<file path="src/rtl/motor_drive_sequencer_if.sv">
// Control and status bundle between a motor supervisor and motor_drive_sequencer.
interface motor_drive_sequencer_if;
  logic       i_enable;
  logic       i_dir_ccw;
  logic [9:0] i_target_duty;
  logic [2:0] i_hall_state;
  logic       i_fault_clear;
  logic       o_rot_ccw;
  logic       o_pwm;
  logic [9:0] o_duty;
  logic [2:0] o_state;
  logic       o_stall;
  logic       o_busy;

  modport slave (
    input  i_enable, i_dir_ccw, i_target_duty, i_hall_state, i_fault_clear,
    output o_rot_ccw, o_pwm, o_duty, o_state, o_stall, o_busy
  );

  modport master (
    output i_enable, i_dir_ccw, i_target_duty, i_hall_state, i_fault_clear,
    input  o_rot_ccw, o_pwm, o_duty, o_state, o_stall, o_busy
  );
endinterface

</file>
<file path="src/rtl/motor_drive_sequencer.sv">
// BLDC drive sequencer: ramped PWM duty, direction changes via stop/coast, hall fault and stall detection.
// state    | meaning
// IDLE     | gates off, duty 0, waiting for enable with a non-zero target
// RUN      | duty ramps toward the capped target, stall timer active
// STOPPING | duty ramps down to 0 before coasting
// COAST    | gates off for COAST_CYCLES clocks
// FAULT    | gates off, stall flag set until cleared with enable low
module motor_drive_sequencer #(
  parameter int PWM_PERIOD    = 1000,
  parameter int RAMP_DIV      = 100,
  parameter int RAMP_STEP     = 1,
  parameter int STALL_TIMEOUT = 10_000_000,
  parameter int COAST_CYCLES  = 1000
) (
  input  logic                    i_clk,
  input  logic                    i_reset,
  motor_drive_sequencer_if.slave  bus
);

  localparam int RW = (RAMP_DIV > 1) ? $clog2(RAMP_DIV + 1) : 1;
  localparam int SW = $clog2(STALL_TIMEOUT + 1);
  localparam int CW = (COAST_CYCLES > 1) ? $clog2(COAST_CYCLES + 1) : 1;

  localparam logic [9:0]    PERIOD       = 10'(PWM_PERIOD);
  localparam logic [9:0]    STEP         = 10'(RAMP_STEP);
  localparam logic [RW-1:0] RAMP_RELOAD  = RW'(RAMP_DIV - 1);
  localparam logic [SW-1:0] STALL_TC     = SW'(STALL_TIMEOUT);
  localparam logic [CW-1:0] COAST_RELOAD = CW'(COAST_CYCLES - 1);

  typedef enum logic [2:0] {
    S_IDLE  = 3'd0,
    S_RUN   = 3'd1,
    S_STOP  = 3'd2,
    S_COAST = 3'd3,
    S_FAULT = 3'd4
  } state_t;

  state_t        state_q, state_d;
  logic [2:0]    hall_s1_q, hall_s2_q, hall_prev_q;
  logic [9:0]    cnt_q, cnt_d;
  logic [9:0]    applied_q, applied_d;
  logic [9:0]    duty_q, duty_d;
  logic [RW-1:0] ramp_q, ramp_d;
  logic [SW-1:0] stall_q, stall_d;
  logic [CW-1:0] coast_q, coast_d;
  logic          rot_q, rot_d;
  logic          pwm_q, pwm_d;
  logic          busy_q, busy_d;
  logic          flt_q, flt_d;

  logic       hall_bad, hall_chg, wrap, active_q, active_d, ramp_tick;
  logic [9:0] tgt_cap, duty_tgt, duty_step;

  always_comb begin
    hall_bad  = (hall_s2_q == 3'b000) || (hall_s2_q == 3'b111);
    hall_chg  = (hall_s2_q != hall_prev_q);
    tgt_cap   = (bus.i_target_duty > PERIOD) ? PERIOD : bus.i_target_duty;

    wrap      = (cnt_q == PERIOD - 10'd1);
    cnt_d     = wrap ? 10'd0 : cnt_q + 10'd1;
    applied_d = wrap ? duty_q : applied_q;

    // Ramp timer restarts whenever the bridge is idle so the first step lands RAMP_DIV clocks after RUN entry.
    active_q  = (state_q == S_RUN) || (state_q == S_STOP);
    ramp_tick = active_q && (ramp_q == '0);
    ramp_d    = (!active_q || ramp_q == '0) ? RAMP_RELOAD : ramp_q - RW'(1);

    state_d = state_q;
    rot_d   = rot_q;
    coast_d = coast_q;
    case (state_q)
      S_IDLE: begin
        if (bus.i_enable && tgt_cap != 10'd0) begin
          state_d = S_RUN;
          rot_d   = bus.i_dir_ccw;
        end
      end
      S_RUN: begin
        if (hall_bad || stall_q == STALL_TC)                  state_d = S_FAULT;
        else if (!bus.i_enable || bus.i_dir_ccw != rot_q)     state_d = S_STOP;
      end
      S_STOP: begin
        if (hall_bad) state_d = S_FAULT;
        else if (duty_q == 10'd0) begin
          state_d = S_COAST;
          coast_d = COAST_RELOAD;
        end
      end
      S_COAST: begin
        if (coast_q == '0) state_d = S_IDLE;
        else               coast_d = coast_q - CW'(1);
      end
      S_FAULT: begin
        if (bus.i_fault_clear && !bus.i_enable) state_d = S_IDLE;
      end
      default: state_d = S_IDLE;
    endcase

    active_d = (state_d == S_RUN) || (state_d == S_STOP);
    duty_tgt = (state_d == S_RUN) ? tgt_cap : 10'd0;
    if (duty_q < duty_tgt)
      duty_step = ((duty_tgt - duty_q) > STEP) ? duty_q + STEP : duty_tgt;
    else if (duty_q > duty_tgt)
      duty_step = ((duty_q - duty_tgt) > STEP) ? duty_q - STEP : duty_tgt;
    else
      duty_step = duty_q;
    duty_d = !active_d ? 10'd0 : (ramp_tick ? duty_step : duty_q);

    if (state_q == S_RUN && state_d == S_RUN)
      stall_d = hall_chg ? '0 : ((stall_q == STALL_TC) ? stall_q : stall_q + SW'(1));
    else
      stall_d = '0;

    pwm_d  = active_d && (cnt_d < applied_d);
    busy_d = (state_d != S_IDLE);
    flt_d  = (state_d == S_FAULT);
  end

  always_ff @(posedge i_clk) begin
    if (i_reset) begin
      state_q     <= S_IDLE;
      hall_s1_q   <= '0;
      hall_s2_q   <= '0;
      hall_prev_q <= '0;
      cnt_q       <= '0;
      applied_q   <= '0;
      duty_q      <= '0;
      ramp_q      <= '0;
      stall_q     <= '0;
      coast_q     <= '0;
      rot_q       <= 1'b0;
      pwm_q       <= 1'b0;
      busy_q      <= 1'b0;
      flt_q       <= 1'b0;
    end else begin
      state_q     <= state_d;
      hall_s1_q   <= bus.i_hall_state;
      hall_s2_q   <= hall_s1_q;
      hall_prev_q <= hall_s2_q;
      cnt_q       <= cnt_d;
      applied_q   <= applied_d;
      duty_q      <= duty_d;
      ramp_q      <= ramp_d;
      stall_q     <= stall_d;
      coast_q     <= coast_d;
      rot_q       <= rot_d;
      pwm_q       <= pwm_d;
      busy_q      <= busy_d;
      flt_q       <= flt_d;
    end
  end

  assign bus.o_state   = state_q;
  assign bus.o_duty    = duty_q;
  assign bus.o_pwm     = pwm_q;
  assign bus.o_rot_ccw = rot_q;
  assign bus.o_busy    = busy_q;
  assign bus.o_stall   = flt_q;

endmodule

</file>
<file path="src/flat_wrapper.sv">
// flat-port wrapper written by rule: the top's interface ports become plain ports
module motor_drive_sequencer_flat 
#(
  parameter int PWM_PERIOD    = 1000,
  parameter int RAMP_DIV      = 100,
  parameter int RAMP_STEP     = 1,
  parameter int STALL_TIMEOUT = 10_000_000,
  parameter int COAST_CYCLES  = 1000
)
  (i_clk, i_reset, bus_i_enable, bus_i_dir_ccw, bus_i_target_duty, bus_i_hall_state, bus_i_fault_clear, bus_o_rot_ccw, bus_o_pwm, bus_o_duty, bus_o_state, bus_o_stall, bus_o_busy);
  motor_drive_sequencer_if bus_i ();
  input  logic i_clk;
  input  logic i_reset;
  input wire logic [$bits(bus_i.i_enable)-1:0] bus_i_enable;
  input wire logic [$bits(bus_i.i_dir_ccw)-1:0] bus_i_dir_ccw;
  input wire logic [$bits(bus_i.i_target_duty)-1:0] bus_i_target_duty;
  input wire logic [$bits(bus_i.i_hall_state)-1:0] bus_i_hall_state;
  input wire logic [$bits(bus_i.i_fault_clear)-1:0] bus_i_fault_clear;
  output wire logic [$bits(bus_i.o_rot_ccw)-1:0] bus_o_rot_ccw;
  output wire logic [$bits(bus_i.o_pwm)-1:0] bus_o_pwm;
  output wire logic [$bits(bus_i.o_duty)-1:0] bus_o_duty;
  output wire logic [$bits(bus_i.o_state)-1:0] bus_o_state;
  output wire logic [$bits(bus_i.o_stall)-1:0] bus_o_stall;
  output wire logic [$bits(bus_i.o_busy)-1:0] bus_o_busy;
  assign bus_i.i_enable = bus_i_enable;
  assign bus_i.i_dir_ccw = bus_i_dir_ccw;
  assign bus_i.i_target_duty = bus_i_target_duty;
  assign bus_i.i_hall_state = bus_i_hall_state;
  assign bus_i.i_fault_clear = bus_i_fault_clear;
  assign bus_o_rot_ccw = bus_i.o_rot_ccw;
  assign bus_o_pwm = bus_i.o_pwm;
  assign bus_o_duty = bus_i.o_duty;
  assign bus_o_state = bus_i.o_state;
  assign bus_o_stall = bus_i.o_stall;
  assign bus_o_busy = bus_i.o_busy;
  motor_drive_sequencer #(.PWM_PERIOD(PWM_PERIOD), .RAMP_DIV(RAMP_DIV), .RAMP_STEP(RAMP_STEP), .STALL_TIMEOUT(STALL_TIMEOUT), .COAST_CYCLES(COAST_CYCLES)) u_core (.i_clk(i_clk), .i_reset(i_reset), .bus(bus_i));
endmodule
</file>
<file path="config.mk">
export PLATFORM = sky130hd
export DESIGN_NAME = motor_drive_sequencer_flat
export DESIGN_NICKNAME = d
export VERILOG_FILES = /design/src/rtl/motor_drive_sequencer_if.sv /design/src/rtl/motor_drive_sequencer.sv /design/src/flat_wrapper.sv
export SDC_FILE = /design/constraint.sdc
export NUM_CORES = 1
export LEC_CHECK = 0
export ABC_AREA = 1
export BUFFER_PORTS_ARGS = -buffer_cell sky130_fd_sc_hd__clkbuf_2
export CAP_MARGIN = 40
export CORE_MARGIN = 2
export CORE_UTILIZATION = 58
export DETAILED_ROUTE_END_ITERATION = 8
export PLACE_DENSITY = 0.88
export SYNTH_ARGS = -nofsm -noshare
export SYNTH_HDL_FRONTEND = slang
export SYNTH_SLANG_ARGS = --single-unit
</file>
<file path="constraint.sdc">
create_clock -name i_clk -period 3.9 [get_ports i_clk]
set_clock_uncertainty 0.2 [all_clocks]
set_input_delay 0.195 -clock i_clk [delete_from_list [all_inputs] [get_ports i_clk]]
set_output_delay 0.195 -clock i_clk [all_outputs]
set_load 0.01 [all_outputs]
</file>
==> impl_metrics.prom <==
# TYPE chip_impl_metric gauge
chip_impl_metric{name="synth_nets",unit=""} 1000
chip_impl_metric{name="cts.clk_slew.worst_paths",unit="ps"} 100
chip_impl_metric{name="floorplan.initialDensity",unit="%"} 60.09
chip_impl_metric{name="powerDensity",unit="nW/µm²"} 321.2
chip_impl_info{name="combinational_family_with_the_most_area_after_synthesis",value="simple AND/OR/NAND/NOR gates"} 1
chip_impl_metric{name="numPlacedInstances",unit=""} 1097
chip_impl_metric{name="seq_power_share",unit="%"} 41.5
chip_impl_metric{name="critical_path.max_stage_delay",unit="ps"} 400
chip_impl_metric{name="timing_hold_violations_final",unit=""} 0
chip_impl_metric{name="route.detailed.drc",unit=""} 0
chip_impl_metric{name="globalRouteOverflowTotal",unit=""} 0
chip_impl_metric{name="dr.pass1.iters",unit=""} 5
chip_impl_metric{name="fin_cells",unit=""} 1124
chip_impl_metric{name="yosysWarnings",unit=""} 0
chip_impl_metric{name="die_area",unit="µm²"} 11590
chip_impl_metric{name="post_synthesis_area_per_instance",unit="µm²"} 6.601
chip_impl_info{name="run_status",value="complete, no violations"} 1
chip_impl_info{name="cts_root_buf",value="sky130_fd_sc_hd__clkbuf_8"} 1
chip_impl_metric{name="setup-violations-final",unit=""} 0
chip_impl_metric{name="area_share_of_and_or_nand_nor_cells_after_synthesis",unit="%"} 39.26
chip_impl_info{name="holdCritPathClass",value="in -> reg"} 1
chip_impl_metric{name="timing.reg2reg.worst_path_depth",unit=""} 24
chip_impl_info{name="critical_path_cell_by_cell",value="inv_1 -> ha_1 -> nand3_1 -> nor3_2 -> nand3_2 -> nand3_2 -> nand2_4 -> buf_6 -> nand2_4 -> inv_1 -> ha_2 -> nand2_2 -> nor2_2 -> nand2_1 -> nand2_2 -> nand2_1 -> nand2_2 -> nand3_4 -> nor2_2 -> nand2_1 -> nand3_1 -> nand3_1 -> nand2_1 -> inv_1"} 1
chip_impl_metric{name="max-slew-margin-rel",unit="%"} 52.34
chip_impl_metric{name="max_clock_freq",unit="MHz"} 268.7
chip_impl_metric{name="cts_buffers",unit=""} 9
chip_impl_info{name="crit_path_top_delay_cell",value="sky130_fd_sc_hd__ha_2"} 1
chip_impl_info{name="critPathMostFrequentCell",value="sky130_fd_sc_hd__nand2_1"} 1
chip_impl_metric{name="cellInternalPower",unit="mW"} 1.481
chip_impl_metric{name="worst-endpoint-arrival",unit="ps"} 3800
chip_impl_metric{name="finalMaxSlewViolations",unit=""} 0
chip_impl_metric{name="pin_count_of_the_biggest_net_entering_global_routing",unit=""} 52
chip_impl_metric{name="ys_seq_elements",unit=""} 87
chip_impl_metric{name="irDropWorstVdd",unit="µV"} 265.5
chip_impl_metric{name="drt-initial-drc-count",unit=""} 658
chip_impl_metric{name="cts.sink_count",unit=""} 87
chip_impl_info{name="cts_tree",value="done"} 1
chip_impl_info{name="timing.critical_path.from",value="u_core.stall_q[0]"} 1
chip_impl_metric{name="vias",unit=""} 6097
chip_impl_metric{name="hold_depth",unit=""} 6
chip_impl_metric{name="route.final.wire_length",unit="µm"} 15480
chip_impl_metric{name="fp.dieH",unit="µm"} 107.7
chip_impl_metric{name="yosysTopAreaCellShare",unit="%"} 27.95
chip_impl_metric{name="p_sw",unit="mW"} 0.7435
chip_impl_metric{name="power.switching_fraction",unit="%"} 33.42
chip_impl_metric{name="timing.critical_path.required",unit="ps"} 3980
chip_impl_metric{name="synth_compound_gate_area_share",unit="%"} 9.719
chip_impl_metric{name="clock_power_share",unit="%"} 33.1
chip_impl_metric{name="synth-xor-area-share",unit="%"} 3.092
chip_impl_metric{name="finish.net_count",unit=""} 1039
chip_impl_metric{name="final_layout_size_suffix_gt1_share",unit="%"} 16.19
chip_impl_info{name="worst-setup-path-type",value="reg -> reg"} 1
chip_impl_info{name="critical_path.startpoint_type",value="flop"} 1
chip_impl_metric{name="share_comb_of_total_power",unit="%"} 25.4
chip_impl_metric{name="register_area_share_after_synthesis",unit="%"} 27.95
chip_impl_metric{name="clock_tree.htree_level_count",unit=""} 3
chip_impl_metric{name="cts-root-to-sink-buffers",unit=""} 2
chip_impl_metric{name="critical_path.max_fanout",unit=""} 7
chip_impl_info{name="dominantRegCellSynth",value="sky130_fd_sc_hd__dfxtp_1"} 1
chip_impl_metric{name="postRouteAntennaNets",unit=""} 0
chip_impl_info{name="yosys-top-cells-count",value="205 x sky130_fd_sc_hd__nand2_1, 142 x sky130_fd_sc_hd__inv_1, 99 x sky130_fd_sc_hd__nor2_1, 87 x sky130_fd_sc_hd__dfxtp_1, 86 x sky130_fd_sc_hd__nand3_1"} 1
chip_impl_metric{name="initial_antenna_violation_count",unit=""} 0
chip_impl_info{name="hold_path_end",value="u_core.bus.o_state[2]"} 1
chip_impl_metric{name="area.growth.synth_to_final",unit="%"} 11.16
chip_impl_metric{name="insertion_delay",unit="ps"} 380
chip_impl_metric{name="fin_ws",unit="ps"} 178.8
chip_impl_metric{name="number_of_enable_type_register_cells_in_the_synthesized_netlist",unit=""} 0
chip_impl_metric{name="dp.final_hpwl",unit="µm"} 10890
chip_impl_info{name="synthTopCellsByArea",value="sky130_fd_sc_hd__dfxtp_1 28%, sky130_fd_sc_hd__nand2_1 12%, sky130_fd_sc_hd__inv_1 8.6%, sky130_fd_sc_hd__ha_1 7.2%, sky130_fd_sc_hd__nand3_1 6.9%"} 1
chip_impl_metric{name="route.detailed.wl_per_inst",unit="µm"} 13.77
chip_impl_metric{name="synth-adder-area-share",unit="%"} 7.871
chip_impl_metric{name="avgViaCountPerCell",unit=""} 5.424
chip_impl_metric{name="worst-r2r-setup-slack",unit="ps"} 180
chip_impl_metric{name="placement.cell_area",unit="µm²"} 6462
chip_impl_info{name="synth.largest_area_cell",value="sky130_fd_sc_hd__dfxtp_1"} 1
chip_impl_metric{name="num_antenna_cells",unit=""} 0
chip_impl_metric{name="post_synth_mux_area_share",unit="%"} 0
chip_impl_info{name="timing.hold.worst.start",value="bus_i_fault_clear"} 1
chip_impl_metric{name="place_congestion",unit=""} 0.9486
chip_impl_metric{name="cellLeakagePower",unit="nW"} 3.237
chip_impl_metric{name="dp_slack",unit="ps"} 85.01
chip_impl_metric{name="floorplan.rows",unit=""} 37
chip_impl_metric{name="timing.max_cap.violations",unit=""} 0
chip_impl_metric{name="synth.cell_area",unit="µm²"} 6231
chip_impl_info{name="r2r-end",value="u_core.bus.o_duty[8]"} 1
chip_impl_metric{name="syn_inst",unit=""} 944
chip_impl_metric{name="pin_count",unit=""} 35
chip_impl_info{name="end_kind",value="flop"} 1
chip_impl_metric{name="finalWorstPathRequiredPeriod",unit="ps"} 3721
chip_impl_info{name="timing.rr.start",value="u_core.stall_q[0]"} 1
chip_impl_metric{name="yosysUniqueCellTypes",unit=""} 51
chip_impl_metric{name="first_pass_grt_wire_length",unit="µm"} 24130
chip_impl_metric{name="period_share",unit="%"} 95.42
chip_impl_metric{name="groute.usage.overall",unit="%"} 25.93
chip_impl_metric{name="tightest_slew",unit="ps"} 714.8
chip_impl_metric{name="synthArstFlopShare",unit="%"} 0
chip_impl_metric{name="floorplan_core_area",unit="µm²"} 10370
chip_impl_metric{name="chipWidth",unit="µm"} 107.7
chip_impl_metric{name="port_buffers",unit=""} 34
chip_impl_info{name="most_common_cell_in_the_netlist",value="sky130_fd_sc_hd__nand2_1"} 1
chip_impl_metric{name="via_count_of_the_first_global_routing_pass",unit=""} 5383
chip_impl_metric{name="finalInstanceArea",unit="µm²"} 6927
cell usage in the layout, fill, tap and decap left out, drive strengths merged, types with 6 or more instances in the layout:
master	n
nor3	36
a21oi	43
o21ai	43
xor2	18
inv	158
nand3	95
nor2	115
nand4	14
clkbuf	46
dfxtp	87
nand2	228
a31oi	7
ha	36
buf	9
or2	6
nor4	9
critical path, delay by kind of cell, from the launching register on:
kind / cells / cell delay, ps
fa+ha+maj: 2 / 550
buf+inv: 4 / 390
flops: 1 / 330
simple gates: 18 / 2140
how the worst max path moves through the flow:
| stage | to | depth (start not counted) |
|---|---|---|
| finish | u_core.bus.o_duty[8] | 24 |
| global route | u_core.bus.o_duty[7] | 24 |
| CTS | u_core.bus.o_duty[2] | 25 |
| detailed placement | u_core.bus.o_duty[2] | 25 |
| global placement | u_core.bus.o_duty[8] | 20 |
| floorplan | u_core.bus.o_duty[1] | 26 |
cells by family (layout without fill, tap and decap cells):
logic type	count (synthesis)	in the layout
and+or+nand+nor	511	514
buffers and inverters	182	223
adders and majority gates	38	38
xor gates and xnor gates	22	22
DFF	87	87
AOI/OAI and AO/OA	104	104
stage by stage:
| step | utilization (%) | power (mW) | hold slack (ps) | TNS (ps) |
|---|---|---|---|---|
| 6_report | 66.80 | 2.225 | 53.09 | 0 |
| 4_1_cts | 64.91 | 2.163 | 45.14 | 0 |
| 2_1_floorplan | - | 1.336 | 102.0 | 0 |
| 3_5_place_dp | 62.32 | 1.435 | 193.4 | 0 |
| 3_3_place_gp | 62.32 | 1.427 | 191.8 | 0 |
| 5_1_grt | 66.80 | 2.327 | 97.75 | -571.4 |
state kept, by name, indices dropped and copies added, names as in the netlist, 7 cells and up:
name               flops
u_core.stall_q        24
u_core.applied_q      10
u_core.bus.o_duty     10
u_core.cnt_q          10
u_core.coast_q        10
u_core.ramp_q          7
final cells by class:
| cell class | instances | area [µm²] |
|---|---|---|
| Clock inverter | 5 | 87.58 |
| Fill cell | 894 | 3443 |
| Tap cell | 136 | 170.2 |
| Clock buffer | 11 | 141.4 |
| Inverter | 159 | 600.6 |
| Multi-Input combinational cell | 678 | 3864 |
| Sequential cell | 87 | 1742 |
| Timing Repair Buffer | 48 | 321.6 |
timing repair:
| action | 4_1_cts | 5_1_grt |
|---|---|---|
| hold endpoints to repair | 4 | 0 |
| buffers inserted | 0 | 3 |
| resized for setup | 0 | 32 |
| hold buffers | 4 | 0 |
| setup endpoints to repair | 0 | 10 |
metal layers:
| layer | routed length (µm) | GRT usage (%) |
|---|---|---|
| met3 | 973 | 4.237 |
| met2 | 7403 | 43.35 |
| met1 | 6608 | 33.58 |
| met5 | 0 | 0 |
| met4 | 494 | 9.615 |
power groups by stage:
| stage | registers, mW | logic, mW | clock network (mW) |
|---|---|---|---|
| finish | 0.923 | 0.565 | 0.736 |
| global route | 0.927 | 0.622 | 0.778 |
| CTS | 0.923 | 0.498 | 0.742 |
| detailed placement | 0.944 | 0.491 | 0 |
| global placement | 0.944 | 0.483 | 0 |
| floorplan | 0.944 | 0.392 | 0 |
Power figures use the tool's default switching activity.
